**config.mk**
```make
export PLATFORM = sky130hd
export DESIGN_NAME = seg7_scan_driver
export DESIGN_NICKNAME = d
export VERILOG_FILES = /design/src/rtl/seg7_pkg.sv /design/src/rtl/seg7_glyph.sv /design/src/rtl/seg7_scan_driver.sv
export SDC_FILE = /design/constraint.sdc
export NUM_CORES = 1
export LEC_CHECK = 0
export CAP_MARGIN = 10
export CORE_MARGIN = 3
export CORE_UTILIZATION = 58
export DETAILED_ROUTE_END_ITERATION = 12
export GPL_TIMING_DRIVEN = 0
export HOLD_SLACK_MARGIN = 0.12
export PLACE_DENSITY = 0.84
export SETUP_SLACK_MARGIN = 0.2
export SLEW_MARGIN = 0
export SYNTH_ARGS = -nofsm -noshare
export SYNTH_HDL_FRONTEND = slang
export SYNTH_HIERARCHICAL = 1
export SYNTH_SLANG_ARGS = --single-unit
export TNS_END_PERCENT = 50
```
**constraint.sdc**
```tcl
create_clock -name clk -period 6.7 [get_ports clk]
set_clock_uncertainty 0.05 [all_clocks]
set_input_delay 0.67 -clock clk [delete_from_list [all_inputs] [get_ports clk]]
set_output_delay 0.67 -clock clk [all_outputs]
set_load 0.02 [all_outputs]
```
**src/rtl/seg7_pkg.sv**
```systemverilog
// Shared glyph constants and BCD-to-segment mapping for the seven-segment
// display drivers. Segment order is gfedcba, active-high (1 = segment lit).
package seg7_pkg;

  localparam logic [6:0] GLYPH_0     = 7'b0111111;
  localparam logic [6:0] GLYPH_1     = 7'b0000110;
  localparam logic [6:0] GLYPH_2     = 7'b1011011;
  localparam logic [6:0] GLYPH_3     = 7'b1001111;
  localparam logic [6:0] GLYPH_4     = 7'b1100110;
  localparam logic [6:0] GLYPH_5     = 7'b1101101;
  localparam logic [6:0] GLYPH_6     = 7'b1111101;
  localparam logic [6:0] GLYPH_7     = 7'b0000111;
  localparam logic [6:0] GLYPH_8     = 7'b1111111;
  localparam logic [6:0] GLYPH_9     = 7'b1101111;
  localparam logic [6:0] GLYPH_E     = 7'b1111001;
  localparam logic [6:0] GLYPH_BLANK = 7'b0000000;

  // Non-BCD nibbles (10..15) render as an unlit digit.
  function automatic logic [6:0] bcd_to_glyph(input logic [3:0] nib);
    logic [6:0] g;
    case (nib)
      4'd0:    g = GLYPH_0;
      4'd1:    g = GLYPH_1;
      4'd2:    g = GLYPH_2;
      4'd3:    g = GLYPH_3;
      4'd4:    g = GLYPH_4;
      4'd5:    g = GLYPH_5;
      4'd6:    g = GLYPH_6;
      4'd7:    g = GLYPH_7;
      4'd8:    g = GLYPH_8;
      4'd9:    g = GLYPH_9;
      default: g = GLYPH_BLANK;
    endcase
    return g;
  endfunction

endpackage

```
**src/rtl/seg7_glyph.sv**
```systemverilog
// Combinational nibble-to-glyph decoder. The error request wins over both
// the nibble value and the leading-zero blank request.
module seg7_glyph
  import seg7_pkg::*;
(
  input  logic [3:0] nibble,
  input  logic       err,
  input  logic       blank,
  output logic [6:0] glyph
);

  // Select error glyph, suppressed digit, or the decoded BCD digit.
  always_comb begin
    glyph = GLYPH_BLANK;
    if (err) begin
      glyph = GLYPH_E;
    end else if (blank) begin
      glyph = GLYPH_BLANK;
    end else begin
      glyph = bcd_to_glyph(nibble);
    end
  end

endmodule

```
**src/rtl/seg7_scan_driver.sv**
```systemverilog
// Time-multiplexed seven-segment driver: captures a packed BCD word on a load
// strobe and scans one digit per slot, with an all-off window at the start of
// each slot to avoid ghosting. Pin polarity is applied only at the outputs.
module seg7_scan_driver
  import seg7_pkg::*;
#(
  parameter int NUM_DIGITS     = 4,
  parameter int SCAN_DIV       = 50000,
  parameter int BLANK_CYC      = 2,
  parameter bit SEG_ACTIVE_LOW = 1'b0,
  parameter bit DIG_ACTIVE_LOW = 1'b0
) (
  input  logic                    clk,
  input  logic                    rst_n,
  input  logic [4*NUM_DIGITS-1:0] value,
  input  logic                    load,
  input  logic                    error_flag,
  input  logic                    blank_lz,
  output logic [6:0]              codeout,
  output logic [NUM_DIGITS-1:0]   dig_sel
);

  localparam int IDX_W = (NUM_DIGITS > 1) ? $clog2(NUM_DIGITS) : 1;
  localparam int DIV_W = (SCAN_DIV > 1) ? $clog2(SCAN_DIV) : 1;
  localparam logic [DIV_W-1:0]      DIV_LAST = DIV_W'(SCAN_DIV - 1);
  localparam logic [IDX_W-1:0]      IDX_LAST = IDX_W'(NUM_DIGITS - 1);
  localparam logic [6:0]            SEG_OFF  = {7{SEG_ACTIVE_LOW}};
  localparam logic [NUM_DIGITS-1:0] DIG_OFF  = {NUM_DIGITS{DIG_ACTIVE_LOW}};

  logic [4*NUM_DIGITS-1:0] val_r;
  logic                    err_r;
  logic                    blz_r;
  logic [DIV_W-1:0]        div_r;
  logic [IDX_W-1:0]        idx_r;

  logic [3:0]              nib_s;
  logic [IDX_W-1:0]        msnz_s;
  logic                    lz_blank_s;
  logic                    blank_win_s;
  logic [NUM_DIGITS-1:0]   onehot_s;
  logic [6:0]              glyph_s;

  // Shadow registers: the display only ever reads captured state.
  always_ff @(posedge clk or negedge rst_n) begin
    if (!rst_n) begin
      val_r <= {(4*NUM_DIGITS){1'b0}};
      err_r <= 1'b0;
      blz_r <= 1'b0;
    end else if (load) begin
      val_r <= value;
      err_r <= error_flag;
      blz_r <= blank_lz;
    end else begin
      val_r <= val_r;
      err_r <= err_r;
      blz_r <= blz_r;
    end
  end

  // Slot divider and digit index; index advances on the last cycle of a slot.
  always_ff @(posedge clk or negedge rst_n) begin
    if (!rst_n) begin
      div_r <= {DIV_W{1'b0}};
      idx_r <= {IDX_W{1'b0}};
    end else if (div_r == DIV_LAST) begin
      div_r <= {DIV_W{1'b0}};
      idx_r <= (idx_r == IDX_LAST) ? {IDX_W{1'b0}} : idx_r + IDX_W'(1);
    end else begin
      div_r <= div_r + DIV_W'(1);
      idx_r <= idx_r;
    end
  end

  // Highest non-zero digit; digits above it are leading zeros. Digit 0 is
  // the floor so an all-zero value still shows a single "0".
  always_comb begin
    msnz_s = {IDX_W{1'b0}};
    for (int k = 1; k < NUM_DIGITS; k++) begin
      msnz_s = (val_r[4*k +: 4] != 4'd0) ? IDX_W'(k) : msnz_s;
    end
  end

  // Current-digit selection, suppression, blank window and one-hot enable.
  always_comb begin
    nib_s       = val_r[{idx_r, 2'b00} +: 4];
    lz_blank_s  = blz_r && (idx_r > msnz_s);
    blank_win_s = (32'(div_r) < BLANK_CYC);
    onehot_s    = {NUM_DIGITS{1'b0}};
    for (int k = 0; k < NUM_DIGITS; k++) begin
      onehot_s[k] = (idx_r == IDX_W'(k));
    end
  end

  seg7_glyph u_glyph (
    .nibble (nib_s),
    .err    (err_r),
    .blank  (lz_blank_s),
    .glyph  (glyph_s)
  );

  // Output registers; polarity applied here so "off" is always the idle pin level.
  always_ff @(posedge clk or negedge rst_n) begin
    if (!rst_n) begin
      codeout <= SEG_OFF;
      dig_sel <= DIG_OFF;
    end else if (blank_win_s) begin
      codeout <= SEG_OFF;
      dig_sel <= DIG_OFF;
    end else begin
      codeout <= glyph_s ^ SEG_OFF;
      dig_sel <= onehot_s ^ DIG_OFF;
    end
  end

endmodule

```
After elaboration in Yosys (flattened, before gate mapping). Memories as Yosys holds them, arrays and structs flattened. Index checks and enable logic that the tools add are counted.

Register bits: 47. Bits in read-only memories: 112. Output and inout bits: 11. Word-level logic and storage cells: 31. Memories kept: 1.

Add/subtract/negate cells: 2. Order comparisons: 2. Equality and inequality tests: 4. Shifts and indexed selects: 1. Mux-type cells: 9. Reductions and logical operators: 5.

Memories: (name not given) (depth 16, width 7, rd ports 1, clocked after memory_dff 0, wr ports 0, line seg7_pkg.sv:21) `case (nib)`.

Operators by type and width (count): $mux 7 (3); $add 16x1->16 const B (1); $eq 16x16->1 const B (1); $lt 16x2->1 const B (1); $mux 16 (1); $shiftx 16x5->4 (1); $reduce_bool 4->1 (3); $mux 2 (3); $eq 2x2->1 const B (2); $mux 4 (1); $add 2x1->2 const B (1); $eq 2x1->1 const B (1); $gt 2x2->1 (1); $logic_not 2->1 (1); $logic_and 1x1->1 (1); $mux 1 (1).

Longest topological paths before layout. Gate-level depths: netlist of the first run.

Word-level depth: 9. Mapped depth: 11. Mapped depth without buffers: 10.

Cells and area by module. Netlist of the first run, hierarchy kept.

By module, submodules not included: seg7_scan_driver (instances 1, cells an instance 161, area an instance 2069.5 sq um); seg7_glyph (instances 1, cells an instance 35, area an instance 272.8 sq um).

Least setup slack after synthesis of the first run. OpenSTA, ideal clock, no wires.

Path type: register -> register. Start: register val_r[14]. End: register codeout[5]. Library setup time: 119 ps. Arrival time: 2152 ps. Path slack: 4379 ps. Stages on the path, launching flop included: 12. Buffers on the path: 1. Clock period less this slack: 2321 ps. Path through: dfrtp_1 or4_1 o21bai_1 ha_1 nand2_1 nand2_1 nor2_1 buf_4 nor2_1 a31oi_1 o31ai_1 and2_1.

Word-level cells in the longest chain between the ends: 7.

RTL lines: start: declaration (line seg7_scan_driver.sv:30) `logic [4*NUM_DIGITS-1:0] val_r;`; start signal: assignment (line seg7_scan_driver.sv:46) `val_r <= {(4*NUM_DIGITS){1'b0}};`; start signal: assignment (line seg7_scan_driver.sv:50) `val_r <= value;`; start signal: assignment (line seg7_scan_driver.sv:54) `val_r <= val_r;`; $reduce_bool 4->1 (line seg7_scan_driver.sv:79) `msnz_s = (val_r[4*k +: 4] != 4'd0) ? IDX_W'(k) : msnz_s;`; $mux 2 (line seg7_scan_driver.sv:79); $gt 2x2->1 (line seg7_scan_driver.sv:86) `lz_blank_s = blz_r && (idx_r > msnz_s);`; $logic_and 1x1->1 (line seg7_scan_driver.sv:86); via lz_blank_s (line seg7_scan_driver.sv:38) `logic lz_blank_s;`; $mux 7 (line seg7_glyph.sv:17) `end else if (blank) begin`; $mux 7 (line seg7_glyph.sv:15) `if (err) begin`; via glyph_s[5] (line seg7_scan_driver.sv:41) `logic [6:0] glyph_s;`; $mux 7 (line seg7_scan_driver.sv:106) `end else if (blank_win_s) begin`; end signal: assignment (line seg7_scan_driver.sv:110) `codeout <= glyph_s ^ SEG_OFF;`; end: declaration (line seg7_scan_driver.sv:19) `output logic [6:0] codeout,`.

The timed path passes the listed nets, and every way through them passes these cells. A chain may end at the register's enable or synchronous reset.

Final worst setup path of the first run.
Start: register val_r[14]. End: register codeout[0].

The elaborated chain is that of the path after synthesis.

==> results of run 1 <==
[worst register-to-register path, cell delays in order (launching register included)]
cell,delay [ps]
dfrtp_1,410
or4_1,540
o21bai_1,190
ha_1,290
nand2_1,70
nand2_1,50
nor2_1,100
buf_4,170
nor2_1,80
a31oi_1,260
o31ai_2,100
and2_1,150
[power breakdown]
group	total [uW]	internal, uW	switching, uW
registers	311	300	10.3
logic	91.0	51.2	39.8
clock network	178	84.2	93.7
total	580	436	144
[metal layers]
metal,vias up,share of wire,global-route usage
met1,747,0.46,0.237
met4,0,0.0074,0.0651
met5,-,0,0
met2,44,0.49,0.297
li1,754,-,-
met3,2,0.043,0.0435
[cell usage after synthesis]
| cell type | count | area, um^2 |
|---|---|---|
| dfrtp_1 | 47 | 1180 |
| mux2_2 | 19 | 214 |
| nor2_1 | 17 | 63.8 |
| ha_1 | 12 | 150 |
| and2_1 | 11 | 68.8 |
| xnor2_1 | 10 | 87.6 |
| inv_1 | 9 | 33.8 |
| nand2_1 | 7 | 26.3 |
| nand4_1 | 6 | 37.5 |
| nor3_1 | 6 | 30.0 |
| nor4_1 | 5 | 31.3 |
| xor2_1 | 5 | 43.8 |
| a21oi_1 | 4 | 20.0 |
| mux4_2 | 4 | 90.1 |
| nand3_1 | 4 | 20.0 |
| buf_4 | 3 | 22.5 |
| clkbuf_1 | 3 | 11.3 |
| a211o_1 | 2 | 17.5 |
| mux2_4 | 2 | 30.0 |
| nand2b_1 | 2 | 12.5 |
| nor2b_1 | 2 | 12.5 |
| nor4_2 | 2 | 25.0 |
| o21bai_1 | 2 | 15.0 |
| or4_1 | 2 | 15.0 |
| a2bb2oi_1 | 1 | 8.76 |
| a31oi_1 | 1 | 6.26 |
| and3_1 | 1 | 6.26 |
| buf_2 | 1 | 5.00 |
| buf_6 | 1 | 11.3 |
| nor4b_2 | 1 | 15.0 |
| nor4bb_1 | 1 | 10.0 |
| o21ai_1 | 1 | 5.00 |
| o31ai_1 | 1 | 7.51 |
| o31ai_2 | 1 | 12.5 |
[cells by family (layout without fill, tap and decap cells)]
family	Yosys count	count (layout)
muxes	25	25
AOI/OAI and AO/OA	13	13
xor gates and xnor gates	15	15
buffers and inverters	17	56
DFF	47	47
and+or+nand+nor	67	67
adders and majority gates	12	12
[sequential cells by signal, summed over array words and instances (netlist names)]
register and cells:
codeout 7, dig_sel 4, val_r 16, blz_r 1, err_r 1, idx_r 2, div_r 16
[worst paths after layout]
check                        endpoint  slack (ps)
hold reg to reg              div_r[0]         440
setup reg to reg           codeout[0]        4130
hold / removal              val_r[13]         240
min in group clk             div_r[0]         440
setup / recovery           codeout[0]        4130
max in group asynchronous  dig_sel[0]        5870
[cells in the final DEF (no fill, tap or decap), drive strengths merged, types with 2 or more instances in the layout]
master	netlist	final
xor2	5	5
mux2	21	21
a21oi	4	4
nand2	7	7
nand2b	2	2
clkbuf	3	9
nor2	17	17
nor4	7	7
nor3	6	6
buf	5	7
mux4	4	4
clkdlybuf4s50	0	29
and2	11	11
dfrtp	47	47
o21bai	2	2
or4	2	2
nor2b	2	2
inv	9	9
nand3	4	4
a211o	2	2
ha	12	12
o31ai	2	2
xnor2	10	10
nand4	6	6
[layout make-up]
cell class | instances | area share
Buffer | 8 | 0.0178
Clock buffer | 6 | 0.0293
Clock inverter | 2 | 0.00578
Inverter | 9 | 0.0120
Multi-Input combinational cell | 132 | 0.384
Sequential cell | 47 | 0.418
Tap cell | 48 | 0.0213
Timing Repair Buffer | 31 | 0.112
[metrics by stage]
stage | instances | area [um^2]
after CTS | 283 | 2820
after detailed placement | 275 | 2720
after global placement | 274 | 2700
after global routing | 283 | 2820
final | 283 | 2820
after floorplan | 196 | 2340
==> out/metrics.cfg, run 1 <==
[grt]
grt_use_total = 0.182
grt_antenna_before_repair = 0
grt_pass1_wl_um = 6980
grt_max_degree = 33
grt_pass1_vias = 1509
gr-total-overflow = 0

[clock_network]
postCtsHoldBufs = 0
cts_root_buffer = clkbuf_8
clock_path_buffers = 2
cts_buffers = 5
clk_pin_slew_ps = 90
htreeDepth = 2
post_cts.repair.setup_buffers = 0
cts_sinks = 47
worstSkewPairLatency_ps = 300
cts_resized = 0
cts_tree = done

[detailed_routing]
vias = 1547
wl_per_cell_um = 14.2
first_iter_violations = 78
ant_nets = 0
drc = 0
drtPass1Iterations = 4
routed_wl_um = 4030
vias_per_cell = 5.47

[die]
boundaryPins = 32
coreArea_mm2 = 0.00377
std_cell_rows = 22
fp.dieArea_mm2 = 0.00484
die_y_um = 69.6
fp.dieW_um = 69.6
initial_core_util = 0.621

[synth]
syn-instance-count = 196
synth-seq-cells = 47
yosysWarnings = 6
yosysUniqueCellTypes = 34
synth_fa_ha_area_frac = 0.0641
synth_top_family_by_area = simple AND/OR/NAND/NOR gates
syn_area_mm2 = 0.00234
synthMuxAreaShare = 0.143
synth-compound-area-share = 0.0395
synth_simple_gate_area_frac = 0.160
syn_avg_cell_area_um2 = 12.0
synth_xor_xnor_area_share = 0.0561
synth_seq_area_share = 0.502
synth_fp_nets = 229

[sta]
worst_hold_slack_ps = 240
tightestPinTransition_ps = 471
rsz0062_at_grt = no
finalHoldViolCount = 0
slew_headroom = 0.686
layout_setup_ws_ps = 4130
setup_viol = 0
tns_ps = 0
report.final.slew_viol_count = 0
finalCritPeriodShare = 0.383
layout_min_cycle_time_ps = 2570
fmax_mhz = 390

[worst_setup_path]
crit_path_end_kind = flop
crit_arrival_ps = 2700
path_buf_inv = 1
crit_family = simple AND/OR/NAND/NOR gates
crit_required_ps = 6830
r2r_start = val_r[14]
crit_start = val_r[14]
max_stage_delay_ps = 540
cp_num_cells = 11
reg2reg_depth = 11
critical_path_class = reg -> reg
crit_path_cell_trace = or4_1 -> o21bai_1 -> ha_1 -> nand2_1 -> nand2_1 -> nor2_1 -> buf_4 -> nor2_1 -> a31oi_1 -> o31ai_2 -> and2_1
worst_setup_path_start_kind = flop
worstPathMaxFanout = 8
cp_slowest_cell = or4_1

[final_layout]
utilization = 0.747
final_layout_size_suffix_gt1_frac = 0.187
final_nets = 267
n_fill_cell = 260
multi_input_area_mm2 = 0.00108
antennaDiodeCount = 0
regArea_mm2 = 0.00118
syn2layout_area_growth_pct = 20.2

[place]
pre_cts_slack_ps = 4180
place_congestion = 0.814
hpwl_um = 3090
port_buffers = 30

[power_and_ir_drop]
powerDensity_mw_per_mm2 = 206
power.leakage_uw = 0.00121
vdd_ir_drop_max_uv = 158
power_uw = 580

[run]
cap_violations = 0

[hold_path]
hp-class = in -> async

[run_status]
status = completed

Note: power is estimated with default switching activity, not from simulation.
==> inputs of run 2 (changes only) <==
Settings changed: CORE_UTILIZATION 58 to 54, PLACE_DENSITY 0.84 to 0.79.
Clock period 6.7 ns to 2.5 ns, I/O delays scaled along.
==> run 2 against run 1 <==
Compared with the run above: clock power grew to 2.8 times the previous value; hold slack gained 180 ps; cell count grew 2.8%; critical path depth is the same; largest cell class unchanged; largest power group unchanged.
==> out/metrics.cfg, run 2 (synthesis gave the netlist of run 1 again) <==
[run_status]
status = completed

[worst_setup_path]
crit_path_end_kind = flop
crit_path_cell_trace = or4_4 -> nor2_2 -> ha_4 -> nand2_1 -> nand2_1 -> nor2_1 -> buf_4 -> nor2_4 -> a31oi_4 -> o31ai_1 -> and2_1
worstPathMaxFanout = 4  ; -4
cp_slowest_cell = or4_4
cp_common_cell = nand2_1
crit_start = val_r[11]
crit_required_ps = 2650  ; -4180 ps
critical_path_class = reg -> reg
worst_setup_path_start_kind = flop
crit_arrival_ps = 2550  ; -150 ps
r2r_start = val_r[11]
max_stage_delay_ps = 590  ; +50 ps

[final_layout]
final_cell_area_mm2 = 0.00297  ; +5.3%
layout_commonest_cell = dfrtp_1
final-instance-count-excl-fill = 291  ; +2.8%
antennaDiodeCount = 0  ; unchanged
final_layout_size_suffix_gt1_frac = 0.249  ; +0.0617
n_fill_cell = 280  ; +7.7%
utilization = 0.726  ; -0.0209
multi_input_area_mm2 = 0.00117  ; +8.1%
final_nets = 273  ; +2.2%
regArea_mm2 = 0.00118  ; unchanged
syn2layout_area_growth_pct = 26.7
final_cell_mix = dfrtp_1, clkdlybuf4s50_1, mux2_2
top_regs = div_r: 16 flops, val_r: 16 flops, codeout: 7 flops

[detailed_routing]
first_iter_violations = 85  ; +9.0%
drc = 0  ; unchanged
vias_per_cell = 5.43  ; -0.67%
ant_nets = 0  ; unchanged
routed_wl_um = 4510  ; +12%
wl_per_cell_um = 15.5  ; +8.8%
drtPass1Iterations = 4  ; unchanged
vias = 1580  ; +2.1%

[sta]
tns_ps = 0  ; unchanged
setup_viol = 0  ; unchanged
fmax_mhz = 418  ; +7.2%
tightestPinTransition_ps = 591  ; +120 ps
finalCritPeriodShare = 0.958  ; +0.575
report.final.slew_viol_count = 0  ; unchanged
rsz0062_at_grt = yes
layout_min_cycle_time_ps = 2390  ; -172 ps
finalHoldViolCount = 0  ; unchanged
slew_headroom = 0.606  ; -0.0800

[grt]
grt_max_degree = 25  ; -24%
grt_pass1_wl_um = 7530  ; +7.9%
gr-total-overflow = 0  ; unchanged
grt_antenna_before_repair = 0  ; unchanged
grt_pass1_vias = 1561  ; +3.4%
grt_use_total = 0.192  ; +0.0104

[place]
port_buffers = 30  ; unchanged
postPlaceCellArea_mm2 = 0.00273  ; +0.37%
dp_cells = 277  ; +0.73%
hpwl_um = 3090  ; about the same
place_congestion = 0.816  ; +0.18%

[clock_network]
htreeDepth = 2  ; unchanged
cts_sinks = 47  ; unchanged
cts_buffers = 5  ; unchanged
cts_tree = done
clk_pin_slew_ps = 90  ; about the same
worstSkewPairLatency_ps = 310  ; about the same
cts_root_buffer = clkbuf_8
clock_path_buffers = 2  ; unchanged

[die]
fp.dieW_um = 71.9  ; +3.3%
boundaryPins = 32  ; unchanged
initial_core_util = 0.573  ; -0.0479
fp.dieArea_mm2 = 0.00516  ; +6.8%
std_cell_rows = 23  ; +4.5%
coreArea_mm2 = 0.00409  ; +8.4%
die_y_um = 71.9  ; +3.3%

[power_and_ir_drop]
power.leakage_uw = 0.00126  ; +4.0%
power_uw = 1610  ; +180%
powerDensity_mw_per_mm2 = 543  ; +160%
vdd_ir_drop_max_uv = 445  ; +180%

[hold_path]
hp-class = in -> async

[run]
cap_violations = 0  ; unchanged

[run 2: cell count changes in the layout (fill, tap and decap cells not counted), sizes merged]
| cell | delta |
|---|---|
| clkinv | -1 |
| clkinvlp | -1 |
| clkbuf | +2 |
| dlygate4sd3 | +1 |
| buf | +5 |
[run 2: worst paths after layout]
path,end,slack (ps),depth (start not counted)
worst max-delay path,codeout[5],110,11
worst min-delay path,val_r[0],420,2
worst max register to register,codeout[5],110,11
worst min register to register,div_r[7],460,1
max in group asynchronous,idx_r[0],1480,3
min in group clk,div_r[7],460,1
[run 2: power breakdown]
part	switching [uW]	internal [uW]	leakage [uW]
Combinational	119	159	0.000629
Clock	247	252	0.0000515
Sequential	29.7	805	0.000577
Total	395	1220	0.00126
[run 2: per-stage QoR]
stage	hold WS, ps	setup WS, ps
final	419	105
after global routing	459	52.2
after CTS	428	147
after detailed placement	224	-26.8
after global placement	437	-87.1
after floorplan	-95.6	189
[run 2: area by class of cell]
cell class | instances | share of cell area
multi-input combinational | 132 | 0.394
inverter | 9 | 0.0114
tap | 50 | 0.0211
clock buffer | 8 | 0.0337
buffer | 8 | 0.0181
sequential | 47 | 0.396
timing repair buffer | 37 | 0.125
[run 2: worst max-delay path: cells and delay by family (launching register included)]
kind                       cells  cell delay, ps
adders and majority gates      1             220
buffers and inverters          1             170
and+or+nand+nor                7            1160
AOI/OAI and AO/OA              2             290
DFF                            1             410
[run 2: timing repair]
item | 4_1_cts | 5_1_grt
gates resized for setup | 11 | 5
endpoints found under the setup margin | 5 | 7
setup buffers | 3 | 2
pin swaps | 7 | 5
hold buffers | 1 | 0
endpoints found under the hold margin | 23 | 0
[run 2: per-layer routing]
metal / vias up / wire length [um] / GRT usage
met4: 0 / 91 / 0.0752
li1: 773 / - / -
met3: 8 / 221 / 0.0519
met1: 753 / 1970 / 0.251
met2: 46 / 2220 / 0.306
met5: - / 0 / 0
